===== src/rtl/led_fader_pkg.sv =====
// Shared types and constant helpers for the LED fader; no logic, no latency, no flow control.
// Channel state names plus PWM_MAX / STEP_DIV derivations used to size counters.
package led_fader_pkg;

  typedef enum logic [1:0] {
    CH_OFF       = 2'd0,
    CH_RAMP_UP   = 2'd1,
    CH_ON        = 2'd2,
    CH_RAMP_DOWN = 2'd3
  } ch_state_e;

  function automatic int pwm_max_f(input int pwm_bits);
    return (1 << pwm_bits) - 1;
  endfunction

  function automatic int step_div_f(input int clk_freq, input int step_hz);
    return clk_freq / step_hz;
  endfunction

endpackage


===== src/rtl/led_fader_channel.sv =====
// One LED: brightness level ramps toward its target on each tick; pwm is registered (1 cycle).
// No backpressure. LED_FADER_GAMMA_EN selects square-law duty instead of linear.
module led_fader_channel
  import led_fader_pkg::*;
#(
  parameter int PWM_BITS = 8
) (
  input  logic                clk,
  input  logic                rst,
  input  logic                tick,
  input  logic                target,
  input  logic                enable,
  input  logic [PWM_BITS-1:0] pwm_cnt,
  output logic                pwm,
  output logic                mismatch
);

  localparam logic [PWM_BITS-1:0] PWM_MAX = PWM_BITS'(pwm_max_f(PWM_BITS));
  localparam logic [PWM_BITS-1:0] LVL_ONE = PWM_BITS'(1);

  logic [PWM_BITS-1:0] level;
  logic [PWM_BITS-1:0] duty;
  ch_state_e           state;

  always_comb begin
    state = CH_OFF;
    if (target) begin
      state = (level == PWM_MAX) ? CH_ON : CH_RAMP_UP;
    end else begin
      state = (level == '0) ? CH_OFF : CH_RAMP_DOWN;
    end
  end

  // Ramp states only exist strictly inside the range, so +/-1 can never wrap.
  always_ff @(posedge clk or posedge rst) begin
    if (rst) begin
      level <= '0;
    end else if (!enable) begin
      level <= '0;
    end else if (tick) begin
      case (state)
        CH_RAMP_UP:   level <= level + LVL_ONE;
        CH_RAMP_DOWN: level <= level - LVL_ONE;
        default:      level <= level;
      endcase
    end
  end

`ifdef LED_FADER_GAMMA_EN
  logic [2*PWM_BITS-1:0] level_w;
  logic [2*PWM_BITS-1:0] level_sq;

  assign level_w  = {{PWM_BITS{1'b0}}, level};
  assign level_sq = level_w * level_w;
  // Truncated square never reaches full scale, so pin the top level to fully on.
  assign duty     = (level == PWM_MAX) ? PWM_MAX : level_sq[2*PWM_BITS-1:PWM_BITS];
`else
  assign duty = level;
`endif

  always_ff @(posedge clk or posedge rst) begin
    if (rst) begin
      pwm <= 1'b0;
    end else begin
      pwm <= enable && (duty > pwm_cnt);
    end
  end

  assign mismatch = (level != (target ? PWM_MAX : '0));

endmodule


===== src/rtl/led_fader.sv =====
// PWM fader for the pattern generator's LED bus; pattern_in -> pattern_q adds 1 cycle, pwm_out/busy registered.
// No backpressure; enable low darkens all LEDs on the next edge. Optional LED_FADER_GAMMA_EN square-law duty.
module led_fader
  import led_fader_pkg::*;
#(
  parameter int CLK_FREQ = 25_000_000,
  parameter int NUM_LEDS = 8,
  parameter int PWM_BITS = 8,
  parameter int STEP_HZ  = 1000
) (
  input  logic                clk,
  input  logic                rst,
  input  logic [NUM_LEDS-1:0] pattern_in,
  input  logic                enable,
  output logic [NUM_LEDS-1:0] pwm_out,
  output logic                busy
);

  localparam int STEP_DIV = step_div_f(CLK_FREQ, STEP_HZ);
  localparam int PS_W     = (STEP_DIV > 2) ? $clog2(STEP_DIV) : 1;

  localparam logic [PS_W-1:0]     PS_LAST  = PS_W'(STEP_DIV - 1);
  localparam logic [PS_W-1:0]     PS_ONE   = PS_W'(1);
  localparam logic [PWM_BITS-1:0] CNT_LAST = PWM_BITS'(pwm_max_f(PWM_BITS) - 1);
  localparam logic [PWM_BITS-1:0] CNT_ONE  = PWM_BITS'(1);

  logic [PS_W-1:0]     prescaler;
  logic [PWM_BITS-1:0] pwm_cnt;
  logic [NUM_LEDS-1:0] pattern_q;
  logic [NUM_LEDS-1:0] mismatch;
  logic                tick;

  assign tick = enable && (prescaler == PS_LAST);

  always_ff @(posedge clk or posedge rst) begin
    if (rst) begin
      prescaler <= '0;
    end else if (!enable || prescaler == PS_LAST) begin
      prescaler <= '0;
    end else begin
      prescaler <= prescaler + PS_ONE;
    end
  end

  // Period is PWM_MAX cycles so that duty PWM_MAX compares high on every count.
  always_ff @(posedge clk or posedge rst) begin
    if (rst) begin
      pwm_cnt <= '0;
    end else if (!enable || pwm_cnt == CNT_LAST) begin
      pwm_cnt <= '0;
    end else begin
      pwm_cnt <= pwm_cnt + CNT_ONE;
    end
  end

  always_ff @(posedge clk or posedge rst) begin
    if (rst) begin
      pattern_q <= '0;
    end else begin
      pattern_q <= pattern_in;
    end
  end

  for (genvar i = 0; i < NUM_LEDS; i++) begin : g_ch
    led_fader_channel #(
      .PWM_BITS (PWM_BITS)
    ) u_ch (
      .clk      (clk),
      .rst      (rst),
      .tick     (tick),
      .target   (pattern_q[i]),
      .enable   (enable),
      .pwm_cnt  (pwm_cnt),
      .pwm      (pwm_out[i]),
      .mismatch (mismatch[i])
    );
  end

  always_ff @(posedge clk or posedge rst) begin
    if (rst) begin
      busy <= 1'b0;
    end else begin
      busy <= enable && (|mismatch);
    end
  end

endmodule


===== config.mk =====
export PLATFORM = sky130hd
export DESIGN_NAME = led_fader
export DESIGN_NICKNAME = d
export VERILOG_FILES = /design/src/rtl/led_fader_pkg.sv /design/src/rtl/led_fader_channel.sv /design/src/rtl/led_fader.sv
export SDC_FILE = /design/constraint.sdc
export NUM_CORES = 1
export LEC_CHECK = 0
export ABC_AREA = 0
export CAP_MARGIN = 30
export CORE_MARGIN = 4
export CORE_UTILIZATION = 47
export CTS_CLUSTER_DIAMETER = 60
export DETAILED_ROUTE_END_ITERATION = 10
export PLACE_DENSITY = 0.73
export RECOVER_POWER = 100
export SYNTH_ARGS = -nofsm -noshare
export SYNTH_HDL_FRONTEND = slang
export SYNTH_SLANG_ARGS = --single-unit

===== constraint.sdc =====
create_clock -name clk -period 4.16 [get_ports clk]
set_input_delay 0.624 -clock clk [delete_from_list [all_inputs] [get_ports clk]]
set_output_delay 0.624 -clock clk [all_outputs]
set_load 0.03 [all_outputs]

==> metrics.md, run 1 <==
| Metric | Value |
|---|---|
| Tcrit/Tclk final | 69.01% |
| Fin Setup TNS | 0 ps |
| Critical Path, Cell by Cell | or4_1 -> o21a_1 -> fa_1 -> a21o_1 -> a21oi_1 -> or4_1 -> o2111ai_1 -> a22o_1 |
| Reg2reg path depth | 8 |
| Post-CTS Setup Bufs | 0 |
| Die ar. | 0.01981 mm2 |
| Post-DP HPWL | 12960 um |
| Mean Syn Cell Area | 9.477 um2 |
| Synth Register Bits | 104 |
| Crit end category | flip-flop |
| DR top layer | met4 |
| Inserted Diodes | 0 |
| Hold-fix buffers, CTS | 0 |
| Chip width | 140.8 um |
| Setup Skew | 8.565 ps |
| Final Hold Viols | 0 |
| CP arrival | 3110 ps |
| Vias in the first global route | 6473 |
| Crit path max-delay family | compound AO/OA/AOI/OAI gates |
| Synth top area cells | dfrtp_1 31%, ha_1 17%, a22o_1 4.5%, xnor2_1 3.5%, inv_1 3.1% |
| Quantity of gates resized following cts | 0 |
| Row Count | 48 |
| DRT iter0 DRCs | 337 |
| Clock root buffer | clkbuf_16 |
| Syn nets | 1008 |
| Initial Utilization | 47.89% |
| First-pass detailed-route iteration total | 5 |
| Port bufs | 19 |
| Longest Clk Path Bufs | 2 |
| Max-slew violation count | 50 |
| Layout area overhead | 7.387% |
| FF-to-FF End | g_ch[5].u_ch.duty[6]$_DFFE_PP0P_ |
| Antenna violations before repair | 0 |
| Worst Setup SP | g_ch[5].u_ch.duty[4]$_DFFE_PP0P_ |
| Failing checks | max-capacitance violations, max-slew violations |
| Crit-path max cell delay | 610 ps |
| Routed WL per cell | 15.89 um |
| I/O pin cnt | 20 |
| Ys flop type | dfrtp_1 |
| H-tree level count | 3 |
| Hold Path Class | flip-flop to flip-flop |
| Most common cell in the netlist | ha_1 |
| Cell mode on critical path | or4_1 |
| Synth unique cells | 60 |
| Asr flop ratio synth | 100.0% |
| Worst-Skew Late Latency | 360 ps |
| Achievable Freq | 0.3484 GHz |
| Largest net degree at the start of global routing | 56 |
| Buf/Inv on CP | 0 |
| Unrepaired setup endpoints after global routing | false |
| Crit path time final | 2871 ps |
| Final setup violation count | 0 |
| Global-route wire length before repair | 31340 um |
| Synth Warn # | 0 |
| TritonCTS Sinks | 104 |
| Via density | 5.864 |
| Reg clk slew, reported paths | 70 ps |
| DRC viols | 0 |
| Power Density | 234.7 mW/mm2 |
| CTS tree | done |
| GP Congestion | 0.8329 |
| Max-slew headroom | -51.14% |
| Met3 WL | 471 um |
| WL met1 | 8634 um |
| Total GRT Usage | 18.89% |
| Post-Syn Area | 0.008283 mm2 |
| Commonest cells in the netlist | 115 x ha_1, 104 x dfrtp_1, 68 x inv_1, 66 x nor2_1, 47 x a21oi_1 |
| Worst Hold Margin | 453.2 ps |
| Max cap viols | 1 |
| Fin nets | 1019 |
| Vias | 6538 |
| RR Startpoint | g_ch[5].u_ch.duty[4]$_DFFE_PP0P_ |
| R2r setup slk | 1290 ps |
| Status | complete, but fails checks |
| Synth top area share | 31.42% |
| Max FO, Critical Path | 9 |
| CP startpoint kind | flip-flop |
| Worst Setup Path Type | flip-flop to flip-flop |
| Worst Path Required | 4400 ps |
| DIE HEIGHT | 140.8 um |
| Grt total ovfl | 0 |
| Max VDD drop | 0.0001794 V |
| Layout cells sized above 1 | 4.944% |
| Drt total wl | 17720 um |
| Worst-Margin Slew | 2255 ps |
| Min-Delay Path Depth | 1 |
| Slowest-stage cell, CP | or4_1 |
| Clock buffer count from CTS | 9 |
| Seq/Total Area, Yosys | 31.42% |
| Yosys top cell by area | dfrtp_1 |
| EDFF count, synth | 0 |
| ANT nets after route | 0 |
| Mapped Cells | 874 |
| WHS Endpoint | prescaler[0]$_DFF_PP0_ |
| Hold path startpoint | prescaler[0]$_DFF_PP0_ |
| LEAKAGE | 0.004161 uW |
| Crit. path cell count | 8 |
| Met2 routed WL | 8467 um |
| Core box area | 0.01730 mm2 |
==> cell usage in the layout, fill, tap and decap left out, types with 3 or more instances in the layout <==
cell type,instances
and2_0,8
a22o_1,43
or2_0,3
or4_4,3
nor3_1,25
nand2_1,32
a31oi_1,8
o21a_1,12
a21oi_1,47
nand2b_1,8
nand4_1,34
clkbuf_16,9
and3_1,18
o2111ai_1,19
inv_1,67
o31a_1,6
nand3_1,24
mux2_1,3
mux2_2,4
nor4_1,15
o211ai_1,20
xor2_1,18
o21bai_1,7
a21o_1,8
o21ai_0,25
or2_2,3
nor2_1,66
nor2b_1,16
or4_1,10
nand3b_1,6
o221a_2,8
dfrtp_1,104
ha_1,115
fa_1,8
xnor2_1,33
dlygate4sd3_1,18
==> cells by family after synthesis <==
family / synth area share, %
flops: 31.42
simple gates: 19.14
fa+ha+maj: 19.31
xor+xnor: 5.393
compound gates: 18.58
buf+inv: 4.834
mux: 1.329
==> worst max path at each step <==
stage | endpoint | slack, ps
after floorplan | busy$_DFF_PP0_ | 800
after global placement | g_ch[6].u_ch.duty[6]$_DFFE_PP0P_ | 1370
after detailed placement | g_ch[4].u_ch.duty[7]$_DFFE_PP0P_ | 1350
after CTS | g_ch[5].u_ch.duty[6]$_DFFE_PP0P_ | 1330
after global routing | g_ch[4].u_ch.duty[7]$_DFFE_PP0P_ | 910
final | g_ch[5].u_ch.duty[6]$_DFFE_PP0P_ | 1290
==> final cells by class <==
cell class                      count  area [um2]
Clock buffer                       12       246.5
Clock inverter                      4       52.55
Fill cell                        1617        8402
Inverter                           68       256.5
Multi-Input combinational cell    681        5238
Sequential cell                   104        2603
Tap cell                          225       281.5
Timing Repair Buffer               21       217.7
==> layer usage <==
layer / global-route usage (%) / up-vias
met5: 0 / -
met1: 25.97 / 3143
met4: 3.672 / 0
li1: - / 3304
met3: 3.528 / 13
met2: 31.43 / 78
==> per-stage QoR <==
stage	setup slack, ps	area (um2)	instances	power, uW	utilization [%]
floorplan	803.8	8283	874	1188	-
global placement	1373	8640	1099	1242	49.95
detailed placement	1350	8640	1099	1244	49.95
CTS	1328	8939	1115	2126	51.68
global route	913.3	8895	1115	2178	51.43
finish	1289	8895	1115	2088	51.43
==> report_power, final <==
group          internal (uW)  switching (uW)
Sequential              1030            14.3
Combinational           69.8             107
Clock                    486             384
Total                   1580             505
==> registers in the layout, indices dropped and copies added, names as in the netlist <==
| signal | count |
|---|---|
| prescaler | 15 |
| pwm_cnt | 8 |
| busy | 1 |
| g_ch.u_ch.duty | 64 |
| g_ch.u_ch.pwm | 8 |
| pattern_q | 8 |
(Power assumes the default switching activity.)
==> run 2, diff against run 1 <==
==> constraint.sdc (replaced) <==
create_clock -name clk -period 2.81 [get_ports clk]
set_input_delay 0.4215 -clock clk [delete_from_list [all_inputs] [get_ports clk]]
set_output_delay 0.4215 -clock clk [all_outputs]
set_load 0.03 [all_outputs]
==> run 2 against run 1 <==
Net effect:
- the flow still finishes with violations (max-capacitance violations, max-slew violations)
- setup slack got worse by 1200 ps
- final cell count increased by 5.4%
- maximum frequency increased by 7.3%
- sequential share of layout area shrank 1.6 points
- first-iteration DRC count increased by 9.2%
- register-to-register slack worse by 1200 ps
- global-route usage rose by 1.1 points
- hold slack better by 9.2 ps
- design area increased by 5.8%
==> metrics.md, run 2 (synthesized netlist as in run 1, its figures left out) <==
| Metric | Value |
|---|---|
| CTS tree | done |
| Fin area | 0.009408 mm2 (+5.8%) |
| Die ar. | 0.01981 mm2 (unchanged) |
| Worst Path Required | 3060 ps (-1340 ps) |
| Int Power | 2232 uW (+41%) |
| Worst Setup Path Type | flip-flop to flip-flop |
| CP arrival | 2920 ps (-190 ps) |
| Final Hold Viols | 0 (unchanged) |
| Sequential Area | 0.002603 mm2 (unchanged) |
| GP Congestion | 0.8506 (+2.1%) |
| Achievable Freq | 0.3738 GHz (+7.3%) |
| Power Density | 320.8 mW/mm2 (+37%) |
| ANT nets after route | 0 (unchanged) |
| Max-slew headroom | -15.76% (+35 points) |
| H-tree level count | 3 (unchanged) |
| Switching Share | 26.04% (+1.9 points) |
| CP startpoint kind | flip-flop |
| Place WS | 88.50 ps (-1262 ps) |
| Sw Pwr | 786.1 uW (+56%) |
| TritonCTS Sinks | 104 (unchanged) |
| Max FO, Critical Path | 9 (unchanged) |
| Unrepaired setup endpoints after global routing | true |
| Vias | 6917 (+5.8%) |
| Longest Clk Path Bufs | 2 (unchanged) |
| DIE HEIGHT | 140.8 um (unchanged) |
| Row Count | 48 (unchanged) |
| Combinational power share | 8.9% (+0.4 points) |
| Clock buffer count from CTS | 9 (unchanged) |
| Max-slew violation count | 70 (+40%) |
| Final WS setup | 135.0 ps (-1154 ps) |
| I/O pin cnt | 20 (unchanged) |
| Layer with the highest usage | met2 |
| Final setup violation count | 0 (unchanged) |
| GR Util met1 | 26.09% (+0.11 points) |
| Clock root buffer | clkbuf_16 |
| Failing checks | max-capacitance violations, max-slew violations |
| Met2 Track Usage GR | 33.69% (+2.3 points) |
| Crit end category | flip-flop |
| Initial Utilization | 47.89% (unchanged) |
| Total GRT Usage | 20.03% (+1.1 points) |
| DRC viols | 0 (unchanged) |
| Worst-Skew Late Latency | 370 ps (about the same) |
| LEAKAGE | 0.004474 uW (+7.5%) |
| Reg clk slew, reported paths | 80 ps (about the same) |
| Clock share of power | 40.0% (-1.7 points) |
| Antenna violations before repair | 0 (unchanged) |
| Post-CTS Setup Bufs | 0 (unchanged) |
| Largest net degree at the start of global routing | 70 (+25%) |
| Quantity of gates resized following cts | 0 (unchanged) |
| Multi-input gate area | 0.005334 mm2 (+1.8%) |
| Crit path time final | 2675 ps (-195.7 ps) |
| Vias in the first global route | 6815 (+5.3%) |
| First-pass detailed-route iteration total | 5 (unchanged) |
| Grt total ovfl | 0 (unchanged) |
| Layout fillers | 1551 (-4.1%) |
| Max cap viols | 1 (unchanged) |
| Layout area overhead | 13.58% |
| Setup Skew | 12.86 ps (+4.291 ps) |
| Placed cell area | 0.009091 mm2 (+5.2%) |
| Tcrit/Tclk final | 95.20% (+26 points) |
| Inserted Diodes | 0 (unchanged) |
| Sequential power share | 51.1% (+1.2 points) |
| Routed WL per cell | 16.36 um (+2.9%) |
| Via density | 5.887 (+0.39%) |
| Commonest non-fill, non-tap cell in the layout | ha_1 |
| Max FFs per register | 64 (unchanged) |
| Max VDD drop | 0.0003764 V (+110%) |
| Hold-fix buffers, CTS | 0 (unchanged) |
| Port bufs | 19 (unchanged) |
| GR Util met3 | 4.851% (+1.3 points) |
| Global-route wire length before repair | 32800 um (+4.7%) |
| Most frequent cells in the layout | 113 x ha_1, 104 x dfrtp_1, 67 x inv_1 |
| Fin nets | 1079 (+5.9%) |
| Chip width | 140.8 um (unchanged) |
| Layout cells sized above 1 | 13.37% (+8.4 points) |
| Core box area | 0.01730 mm2 (unchanged) |
| Worst-Margin Slew | 1736 ps (-518.3 ps) |
| Hold Path Class | flip-flop to flip-flop |
| Drt total wl | 19220 um (+8.4%) |
| Post-DP HPWL | 14040 um (+8.3%) |
| Status | complete, but fails checks |
| DRT iter0 DRCs | 368 (+9.2%) |
## run 2: cell count changes in the layout (fill, tap and decap cells not counted), sizes merged
cell | before | now
bufinv | 1 | 0
inv | 68 | 69
clkbuf | 12 | 11
clkinv | 2 | 3
clkinvlp | 1 | 3
buf | 2 | 60
## run 2: power groups by stage
stage,Combinational (uW),Clock (uW),Sequential (uW)
floorplan,194,0,1560
global placement,272,0,1570
detailed placement,280,0,1570
CTS,282,1240,1540
global route,299,1310,1540
finish,268,1210,1540
## run 2: worst max-delay path, cell delays in order, from the launching register on
cell,delay [ps]
dfrtp_1,380
or4_4,560
o21a_2,310
fa_1,420
a21o_1,180
a21oi_1,250
or4_1,160
o2111ai_1,110
a22o_1,210
## run 2: stage by stage
step / TNS [ps] / hold WS [ps] / util [%] / cells / total power (uW)
after floorplan: 0 / 425.1 / - / 874 / 1758
after detailed placement: 0 / 455.6 / 52.56 / 1159 / 1850
final: 0 / 462.4 / 54.39 / 1175 / 3018
after CTS: 0 / 466.3 / 54.18 / 1175 / 3063
after global routing: -48.00 / 495.4 / 54.39 / 1175 / 3151
after global placement: 0 / 446.4 / 52.56 / 1159 / 1843
## run 2: worst paths after layout
check,start,to,slack [ps],cells past startpoint
worst min register to register,prescaler[0]$_DFF_PP0_,prescaler[0]$_DFF_PP0_,460,1
worst min-delay path,prescaler[0]$_DFF_PP0_,prescaler[0]$_DFF_PP0_,460,1
min in group asynchronous,rst,g_ch[0].u_ch.duty[0]$_DFFE_PP0P_,830,3
worst max-delay path,g_ch[5].u_ch.duty[4]$_DFFE_PP0P_,g_ch[5].u_ch.duty[6]$_DFFE_PP0P_,140,8
worst max register to register,g_ch[5].u_ch.duty[4]$_DFFE_PP0P_,g_ch[5].u_ch.duty[6]$_DFFE_PP0P_,140,8
max in group asynchronous,rst,g_ch[4].u_ch.duty[5]$_DFFE_PP0P_,590,3
## run 2: layer usage
layer  wire length, um  share of wire, %
met5                 0                 0
met1              8817                46
met2              9222                48
met3               827               4.3
met4               351               1.8
## run 2: layout make-up
| type | instances | share of cell area (%) |
|---|---|---|
| inverters | 68 | 2.753 |
| multi-input cells | 681 | 56.70 |
| repair buffers | 81 | 6.916 |
| flip-flops and latches | 104 | 27.66 |
| clock buffers | 9 | 2.394 |
| clock inverters | 7 | 0.5852 |
| well taps | 225 | 2.992 |
